**config.mk**
```make
export PLATFORM = sky130hd
export DESIGN_NAME = muldiv
export DESIGN_NICKNAME = d
export VERILOG_FILES = /design/src/rtl/muldiv.sv
export SDC_FILE = /design/constraint.sdc
export NUM_CORES = 1
export LEC_CHECK = 0
export CORE_ASPECT_RATIO = 0.9
export CORE_UTILIZATION = 40
export CTS_CLUSTER_SIZE = 40
export DETAILED_ROUTE_END_ITERATION = 16
export PLACE_DENSITY = 0.7
export SLEW_MARGIN = 20
export SYNTH_ARGS = -nofsm -noshare
export SYNTH_HDL_FRONTEND = slang
export SYNTH_SLANG_ARGS = --single-unit
export TNS_END_PERCENT = 30
```
**constraint.sdc**
```tcl
create_clock -name clk -period 4.57 [get_ports clk]
set_clock_uncertainty 0.15 [all_clocks]
set_input_delay 0.914 -clock clk [delete_from_list [all_inputs] [get_ports clk]]
set_output_delay 0.914 -clock clk [all_outputs]
set_load 0.01 [all_outputs]
```
**src/rtl/muldiv.sv**
```systemverilog
// rtl/muldiv.sv - iterative 32-bit signed/unsigned multiply/divide unit with HI/LO registers
module muldiv (
    input  logic        clk,
    input  logic        rst,
    input  logic        start,
    input  logic [1:0]  op,
    input  logic [31:0] src_a,
    input  logic [31:0] src_b,
    input  logic        hi_we,
    input  logic        lo_we,
    input  logic [31:0] wdata,
    output logic        busy,
    output logic        done,
    output logic [31:0] hi,
    output logic [31:0] lo
);

    typedef enum logic [1:0] {
        IDLE = 2'd0,
        CALC = 2'd1,
        FIX  = 2'd2
    } state_t;

    localparam logic [1:0] OP_MULT  = 2'b00;
    localparam logic [1:0] OP_MULTU = 2'b01;
    localparam logic [1:0] OP_DIV   = 2'b10;
    localparam logic [1:0] OP_DIVU  = 2'b11;

    state_t      state;
    logic [5:0]  cnt;
    logic        is_div;
    logic        neg_a;
    logic        neg_b;
    logic        div_zero;
    logic [31:0] orig_a;
    logic [31:0] opb;
    // Working pair: {acc_hi, acc_lo} is the 64-bit product accumulator for
    // multiply, and {remainder, quotient} for divide.
    logic [31:0] acc_hi;
    logic [31:0] acc_lo;

    // Operand conditioning at start: magnitude for signed ops, as-is otherwise
    logic        signed_in;
    logic        a_neg_in;
    logic        b_neg_in;
    logic [31:0] abs_a_in;
    logic [31:0] abs_b_in;

    // Per-iteration datapath and final sign correction
    logic [32:0] mul_sum;
    logic [32:0] div_shift;
    logic [32:0] div_diff;
    logic        div_ge;
    logic [63:0] prod;
    logic [63:0] prod_fix;
    logic [31:0] quo_fix;
    logic [31:0] rem_fix;

    assign busy = (state != IDLE);

    // Sign detection and absolute value of the incoming operands
    always_comb begin
        signed_in = (op == OP_MULT) || (op == OP_DIV);
        a_neg_in  = signed_in && src_a[31];
        b_neg_in  = signed_in && src_b[31];
        abs_a_in  = a_neg_in ? (32'd0 - src_a) : src_a;
        abs_b_in  = b_neg_in ? (32'd0 - src_b) : src_b;
    end

    // One shift-add (multiply) or restoring shift-subtract (divide) step
    always_comb begin
        mul_sum   = {1'b0, acc_hi} + {1'b0, (acc_lo[0] ? opb : 32'd0)};
        div_shift = {acc_hi, acc_lo[31]};
        div_diff  = div_shift - {1'b0, opb};
        div_ge    = ~div_diff[32];
    end

    // Sign correction applied when leaving FIX
    always_comb begin
        prod     = {acc_hi, acc_lo};
        prod_fix = (neg_a ^ neg_b) ? (64'd0 - prod) : prod;
        quo_fix  = (neg_a ^ neg_b) ? (32'd0 - acc_lo) : acc_lo;
        rem_fix  = neg_a ? (32'd0 - acc_hi) : acc_hi;
    end

    // Control FSM, iteration datapath and HI/LO architectural registers
    always_ff @(posedge clk) begin
        if (rst) begin
            state    <= IDLE;
            cnt      <= 6'd0;
            done     <= 1'b0;
            hi       <= 32'd0;
            lo       <= 32'd0;
            is_div   <= 1'b0;
            neg_a    <= 1'b0;
            neg_b    <= 1'b0;
            div_zero <= 1'b0;
            orig_a   <= 32'd0;
            opb      <= 32'd0;
            acc_hi   <= 32'd0;
            acc_lo   <= 32'd0;
        end else begin
            done <= 1'b0;
            case (state)
                IDLE: begin
                    if (hi_we) hi <= wdata;
                    if (lo_we) lo <= wdata;
                    if (start) begin
                        is_div   <= (op == OP_DIV) || (op == OP_DIVU);
                        neg_a    <= a_neg_in;
                        neg_b    <= b_neg_in;
                        div_zero <= ((op == OP_DIV) || (op == OP_DIVU)) && (src_b == 32'd0);
                        orig_a   <= src_a;
                        opb      <= abs_b_in;
                        acc_hi   <= 32'd0;
                        acc_lo   <= abs_a_in;
                        cnt      <= 6'd0;
                        state    <= CALC;
                    end
                end
                CALC: begin
                    if (is_div) begin
                        acc_hi <= div_ge ? div_diff[31:0] : div_shift[31:0];
                        acc_lo <= {acc_lo[30:0], div_ge};
                    end else begin
                        acc_hi <= mul_sum[32:1];
                        acc_lo <= {mul_sum[0], acc_lo[31:1]};
                    end
                    cnt <= cnt + 6'd1;
                    if (cnt == 6'd31) state <= FIX;
                end
                FIX: begin
                    if (!is_div) begin
                        hi <= prod_fix[63:32];
                        lo <= prod_fix[31:0];
                    end else if (div_zero) begin
                        hi <= orig_a;
                        lo <= 32'hFFFF_FFFF;
                    end else begin
                        hi <= rem_fix;
                        lo <= quo_fix;
                    end
                    done  <= 1'b1;
                    state <= IDLE;
                end
                default: state <= IDLE;
            endcase
        end
    end

endmodule

```
==> results of run 1 <==
==> critical path: cells and delay by family (launching register included) <==
| kind | cells | cell delay (ns) |
|---|---|---|
| buf+inv | 2 | 0.36 |
| simple gates | 3 | 1.11 |
| compound gates | 5 | 1.11 |
| fa+ha+maj | 2 | 0.62 |
| mux | 1 | 0.23 |
| flops | 1 | 0.39 |
==> kinds of logic after synthesis <==
family          after synthesis  share of synthesized area
simple gates                661                      0.192
xor+xnor                    187                      0.103
fa+ha+maj                    71                     0.0567
buf+inv                     243                     0.0580
flops                       205                      0.257
compound gates              734                      0.295
mux                          60                     0.0378
==> metal layers <==
metal  share of wire  track usage  up-vias
met5         0.00022            0        -
met4           0.022       0.0592        2
met3           0.099       0.0593      102
met2            0.43        0.430      784
met1            0.45        0.405     8094
li1                -            -     7989
==> where the power goes <==
| group | internal, mW | total (mW) | switching [mW] |
|---|---|---|---|
| sequential | 1.91 | 2.06 | 0.157 |
| clock | 1.28 | 2.14 | 0.863 |
| combinational | 0.601 | 1.49 | 0.892 |
| total | 3.79 | 5.70 | 1.91 |
==> how the worst max path moves through the flow <==
stage	slack, ns	end	cells after the start
final	0.41	acc_hi[24]	13
after global routing	0.25	acc_hi[24]	13
after floorplan	0.80	acc_hi[29]	14
after global placement	0.45	acc_lo[29]	10
after CTS	0.48	acc_hi[24]	13
after detailed placement	0.40	acc_lo[29]	10
==> layout make-up <==
type	instances	area [sq um]
Antenna cell	1	2.50
Tap cell	532	666
Timing Repair Buffer	209	1990
Clock buffer	35	723
Inverter	65	244
Multi-Input combinational cell	1713	10900
Clock inverter	11	155
Fill cell	3909	20500
Sequential cell	205	4110
==> state kept, by name (all words and copies together) (netlist names) <==
name      count
is_div        1
div_zero      1
hi           32
done          1
orig_a       32
acc_hi       32
opb          32
cnt           6
state         2
neg_a         1
neg_b         1
acc_lo       32
lo           32
==> synth_stat cells, drive strengths merged (30+ instances only) <==
master  count
a21oi     228
clkbuf    159
nand3      34
xor2       77
nor2      195
or3        40
a211oi     85
nor3       46
mux2i      58
nand2     216
o31ai      30
ha         69
o21ai     136
dfxtp     205
inv        65
xnor2     110
a31oi      33
o221ai     39
a21o       32
==> per-stage QoR <==
step | worst slack [ns] | std cells | hold WS (ns) | instance area, sq um | utilization
2_1_floorplan | 0.796 | 2161 | 0.279 | 15900 | -
3_3_place_gp | 0.447 | 2724 | 0.290 | 18000 | 0.456
3_5_place_dp | 0.402 | 2724 | 0.295 | 18000 | 0.456
4_1_cts | 0.477 | 2770 | 0.301 | 18800 | 0.478
5_1_grt | 0.251 | 2770 | 0.313 | 18800 | 0.478
6_report | 0.408 | 2771 | 0.302 | 18800 | 0.479
==> flow_summary.toml, run 1 <==
[sta]
hold_viol = 0
worstMarginPinSlew_ns = 1.06
setup_viol = 0
post-route-min-period_ns = 4.16
clock.fmax_mhz = 240
grt_setup_unrepaired = "false"
maxSlewViolCount = 0
tns_ns = 0
min_period_over_period = 0.911
slew_headroom = 0.293

[final_layout]
nets = 2393
area_growth_pct = 18.2
final_common_cell = "a21oi_1"
layout-drive-gt1-share = 0.0541
final_cell_mix = "a21oi_1 (228), nand2_1 (215), dfxtp_1 (203), nor2_1 (194), clkdlybuf4s50_1 (167)"

[flow_run]
cap_violations = 0

[drt]
route.vias.total = 17000
first_pass_iters = 6
vias_per_cell = 6.12
route.detailed.drc = 0
wl_um = 59400
drtIter0Drc = 1902
wl_per_cell_um = 21.4
antenna_left = 0

[min_path]
worstHoldPathType = "flip-flop to flip-flop"
holdCritStartpoint = "lo[2]"
whs_path_depth = 2
holdPathEnd = "lo[2]"

[clock_tree]
cts.sinks = 205
path_clk_slew_ns = 0.06
insertion_delay_ns = 0.55
cts_tree = "built"
cts_resized = 0
numCtsBuffers = 25
cts_setup_buffers = 0
h-tree-depth = 1
clock-root-buffer = "clkbuf_16"
ctsHoldBuffers = 0
cts.path.max_buffers = 3

[critical_path]
r2r_start = "acc_lo[31]"
crit_arrival_ns = 4.40
startpoint = "acc_lo[31]"
slowest_stage = "or4b_2"
critPathMaxStageDelay_ns = 0.74
start_kind = "flip-flop"
cp_data_required_time_ns = 4.81
r2r-end = "acc_hi[24]"
reg2regPathDepth = 13
worstPathMaxFanout = 14
critPathKind = "flip-flop to flip-flop"
worst_setup_path_end_kind = "flip-flop"
reg2reg_slack_ns = 0.41
critical_path.cell_chain = "inv_1, ha_1, fa_1, nand2b_1, a21oi_1, o21a_1, a41oi_1, or4b_2, a31o_2, nor2_2, buf_4, mux2i_1, o221ai_1"

[placement]
dp_hpwl_um = 44600
port_buffers = 168
gp_congestion = 0.992

[synthesis]
yosysUniqueCellTypes = 68
yosys_warnings = 0
synth_top_area_cell = "dfxtp_1"
synthesis.area_sq_um = 15900
synth_edf_count = 0
synth_nets = 2335
synth.avg_cell_area_sq_um = 7.38
synthFlopType = "dfxtp_1"
synth_cells = 2161
ys_seq_elements = 205
synth_top_area_share = 0.257
synthTopCellsByArea = "dfxtp_1 (26%), a21oi_1 (7.2%), xnor2_1 (6.0%)"
async_flop_share = 0
ys_seq_area_frac = 0.257

[global_routing]
grt_antenna_before_repair = 1
grt_pass1_vias = 15300
grt_max_degree = 94
grt.total_usage = 0.283
grt_pass1_wl_um = 90100
grt_overflow = 0

[die]
dieArea_sq_um = 40700
die_h_um = 191
fp.dieW_um = 212
rows = 69
core_area_sq_um = 39400
initial_utilization = 0.405
io_pins = 169

[pwr]
total_power_mw = 5.70
power_leakage_nw = 7.06
peakVddDrop_mv = 0.270
p_per_area_nw_per_um2 = 303

[outcome]
outcome = "finished, final reports clean"
No activity file was read; power rests on OpenSTA's default activity.
==> run 2: changes to the inputs <==
Settings changed: CAP_MARGIN from default to 30.
==> run 2 against run 1 <==
Effect of this change:
- count of clock-buffer cells in the layout unchanged
- critical path depth stayed put
- via count rose by 0.25%
- global-route usage unchanged
- wire length barely moved
- worst setup slack got worse by 0.0092 ns
- core utilization barely moved
- first-iteration DRC count rose by 3.7%
- power barely moved
- register-to-register slack about the same
- critical path type unchanged
- largest cell class unchanged
- highest routed layer unchanged
==> flow_summary.toml, run 2 (synthesized netlist as in run 1, its figures left out) <==
[critical_path]
reg2reg_slack_ns = 0.40
crit_arrival_ns = 4.40
start_kind = "flip-flop"
startpoint = "acc_lo[31]"
r2r_start = "acc_lo[31]"
worstPathMaxFanout = 14
critPathKind = "flip-flop to flip-flop"
worst_setup_path_end_kind = "flip-flop"
cp_data_required_time_ns = 4.80

[sta]
post-route-min-period_ns = 4.17
worstMarginPinSlew_ns = 1.01
hold_viol = 0
tns_ns = 0
worst_slack_ns = 0.399
setup_viol = 0
slew_headroom = 0.330
min_period_over_period = 0.913
grt_setup_unrepaired = "false"
maxSlewViolCount = 0
clock.fmax_mhz = 240

[pwr]
p_per_area_nw_per_um2 = 302
switching_share = 0.335
clockPowerShare = 0.376
power_frac_comb = 0.262
peakVddDrop_mv = 0.271
power_leakage_nw = 7.07
total_power_mw = 5.70
internal-power_mw = 3.79
p_seq_frac = 0.362
p_sw_mw = 1.91

[final_layout]
fin_area_sq_um = 18900
layout-drive-gt1-share = 0.0545
final_cell_mix = "a21oi_1 (228), nand2_1 (215), dfxtp_1 (203), nor2_1 (194), clkdlybuf4s50_1 (167)"
final_common_cell = "a21oi_1"
nets = 2394
diodes = 0
fin_cells = 2771
area_growth_pct = 18.2

[global_routing]
grt_pass1_vias = 15300
grt_max_degree = 94
grt_pass1_wl_um = 90100
grt_antenna_before_repair = 1
grt.total_usage = 0.283
grt_overflow = 0

[drt]
route.detailed.drc = 0
antenna_left = 0
wl_um = 59400
vias_per_cell = 6.14
first_pass_iters = 6
wl_per_cell_um = 21.4
drtIter0Drc = 1973
route.vias.total = 17000

[placement]
gp_congestion = 0.992
dp_hpwl_um = 44600
place_inst = 2724
port_buffers = 168
postPlaceCellArea_sq_um = 18000
dp_worst_setup_slack_ns = 0.402

[clock_tree]
cts_resized = 0
clock-root-buffer = "clkbuf_16"
cts.path.max_buffers = 3
insertion_delay_ns = 0.56
cts.sinks = 205
ctsHoldBuffers = 0
cts_setup_buffers = 0
h-tree-depth = 1
cts_tree = "built"
numCtsBuffers = 25
path_clk_slew_ns = 0.06

[outcome]
outcome = "finished, final reports clean"

[flow_run]
cap_violations = 0

[min_path]
worstHoldPathType = "flip-flop to flip-flop"
holdCritStartpoint = "lo[2]"

[die]
io_pins = 169
rows = 69
initial_utilization = 0.405
die_h_um = 191
core_area_sq_um = 39400
fp.dieW_um = 212
dieArea_sq_um = 40700
==> run 2: cell count changes in the layout (fill, tap and decap cells not counted), sizes merged <==
cell	before	now
buf	42	43
diode	1	0
==> run 2: cell type report <==
cell class | count | area, sq um
inverters | 65 | 244
clock inverters | 11 | 155
repair buffers | 210 | 2010
multi-input cells | 1713 | 10900
fillers | 3909 | 20500
well taps | 532 | 666
clock buffers | 35 | 723
flip-flops and latches | 205 | 4110
==> run 2: routing by layer <==
layer  vias up  global-route usage  routed length [um]
li1       7982                   -                   -
met1      8167               0.405               26500
met2       784               0.430               25800
met3        79              0.0593                5850
met4         2              0.0592                1140
met5         -                   0                  13
==> run 2: power by group through the flow <==
stage	logic, mW	registers (mW)	clock network [mW]
after detailed placement	1.45	2.09	0
final	1.49	2.06	2.14
after floorplan	0.951	2.03	0
after global routing	1.61	2.07	2.22
after CTS	1.46	2.05	2.15
after global placement	1.44	2.09	0
==> run 2: per-stage QoR <==
stage               utilization  hold slack [ns]
floorplan                     -            0.279
global placement          0.456            0.290
detailed placement        0.456            0.295
CTS                       0.478            0.301
global route              0.479            0.313
finish                    0.479            0.302
==> run 2: final timing paths <==
check / end / cells after the start
hold reg to reg: lo[2] / 2
setup / recovery: acc_hi[24] / 13
hold / removal: lo[2] / 2
setup reg to reg: acc_hi[24] / 13
==> run 2: critical path: stages (launching register included) <==
cell and delay [ns]:
dfxtp_1 0.39, inv_1 0.10, ha_1 0.23, fa_1 0.39
nand2b_1 0.20, a21oi_1 0.24, o21a_1 0.21, a41oi_1 0.18
or4b_2 0.75, a31o_2 0.35, nor2_2 0.17, buf_4 0.26
mux2i_1 0.23, o221ai_1 0.15
==> run 3: changes to the inputs <==
Settings changed: CORE_UTILIZATION 40 to 25, PLACE_DENSITY 0.7 to 0.52.
==> run 3 against run 2 <==
Effect of this change:
- worst hold slack improved by 0.0041 ns
- register-to-register slack got worse by 0.099 ns
- flip-flop and latch count did not move
- power rose by 4.8%
- final cell count rose by 12%
- combinational power rose by 4%
==> flow_summary.toml, run 3 (synthesized netlist as in run 1, its figures left out) <==
[critical_path]
cp_data_required_time_ns = 4.82
cp-endpoint = "acc_hi[16]"
r2r-end = "acc_hi[16]"
start_kind = "flip-flop"
startpoint = "acc_lo[31]"
reg2reg_slack_ns = 0.30
critPathKind = "flip-flop to flip-flop"
worst_setup_path_end_kind = "flip-flop"
reg2regPathDepth = 13
worstPathMaxFanout = 13
crit_arrival_ns = 4.52
r2r_start = "acc_lo[31]"

[sta]
setup_viol = 0
post-route-min-period_ns = 4.27
worstMarginPinSlew_ns = 0.977
clock.fmax_mhz = 234
maxSlewViolCount = 0
slew_headroom = 0.349
hold_viol = 0
grt_setup_unrepaired = "false"
tns_ns = 0
min_period_over_period = 0.934

[global_routing]
grt.total_usage = 0.198
grt_overflow = 0
grt_max_degree = 89
grt_pass1_wl_um = 100000
grt_antenna_before_repair = 0
grt_pass1_vias = 16000

[pwr]
power_leakage_nw = 7.21
peakVddDrop_mv = 0.316
total_power_mw = 5.97
p_per_area_nw_per_um2 = 307

[final_layout]
fin_cells = 3099
final_cell_mix = "a21oi_1 (228), nand2_1 (215), dfxtp_1 (203), nor2_1 (193), clkdlybuf4s50_1 (167)"
layout-drive-gt1-share = 0.0612
regArea_sq_um = 4110
multiInputGateArea_sq_um = 11000
area_growth_pct = 22.2
nets = 2410
diodes = 0
utilization = 0.310
final_common_cell = "a21oi_1"
fillers = 6787

[die]
core_area_sq_um = 62800
die_h_um = 242
fp.dieW_um = 268
dieArea_sq_um = 64800
io_pins = 169
rows = 87
initial_utilization = 0.254

[drt]
top_layer = "met4"
wl_met2_um = 29800
wl_per_cell_um = 21.3
wl_met3_um = 4230
antenna_left = 0
wl_um = 66100
wl_met1_um = 30900
route.detailed.drc = 0
first_pass_iters = 7
route.vias.total = 16900
vias_per_cell = 5.46
drtIter0Drc = 1646

[clock_tree]
cts.sinks = 205
cts.path.max_buffers = 3
insertion_delay_ns = 0.56
numCtsBuffers = 27
h-tree-depth = 1
ctsHoldBuffers = 0
clock-root-buffer = "clkbuf_16"
cts_tree = "built"
path_clk_slew_ns = 0.06
cts_setup_buffers = 0
cts_resized = 0

[flow_run]
cap_violations = 0

[placement]
place_inst = 3051
gp_congestion = 0.935
dp_hpwl_um = 50900
port_buffers = 168

[min_path]
worstHoldPathType = "flip-flop to flip-flop"

[outcome]
outcome = "finished, final reports clean"
-- run 3: worst min-delay path by stage --
stage          startpoint          to  cells past startpoint  slack (ns)
2_1_floorplan  orig_a[28]  orig_a[28]                      2        0.28
3_5_place_dp        lo[3]       lo[3]                      2        0.30
5_1_grt             lo[0]       lo[0]                      2        0.32
3_3_place_gp   orig_a[30]  orig_a[30]                      2        0.29
6_report           lo[27]      lo[27]                      2        0.31
4_1_cts             lo[3]       lo[3]                      2        0.31
-- run 3: through the flow --
stage / area [sq um] / hold slack, ns / worst slack (ns)
after floorplan: 15900 / 0.279 / 0.796
after global placement: 18500 / 0.293 / 0.341
after detailed placement: 18500 / 0.297 / 0.359
after CTS: 19500 / 0.306 / 0.363
after global routing: 19500 / 0.321 / 0.0744
final: 19500 / 0.306 / 0.300
-- run 3: cell type report --
class,instances,share of cell area
inverters,65,0.0125
well taps,845,0.0543
repair buffers,224,0.109
flip-flops and latches,205,0.211
clock buffers,36,0.0390
multi-input cells,1713,0.563
clock inverters,11,0.0109
-- run 3: critical path: stages, from the launching register on --
cell,delay [ns]
dfxtp_1,0.39
inv_1,0.10
ha_1,0.22
fa_1,0.38
nand2b_1,0.20
a21oi_1,0.25
o21a_1,0.23
a41oi_1,0.23
or4b_2,0.78
a31o_2,0.36
nor2_2,0.19
buf_4,0.27
mux2i_1,0.21
o221ai_1,0.13
-- run 3: routing by layer --
layer	up-vias	track usage
met5	-	0
met4	0	0.0413
met3	69	0.0226
met2	571	0.308
met1	8270	0.291
li1	8021	-
-- run 3: power by group --
| part | switching, mW | internal [mW] |
|---|---|---|
| clock | 0.876 | 1.50 |
| combinational | 0.942 | 0.610 |
| sequential | 0.142 | 1.91 |
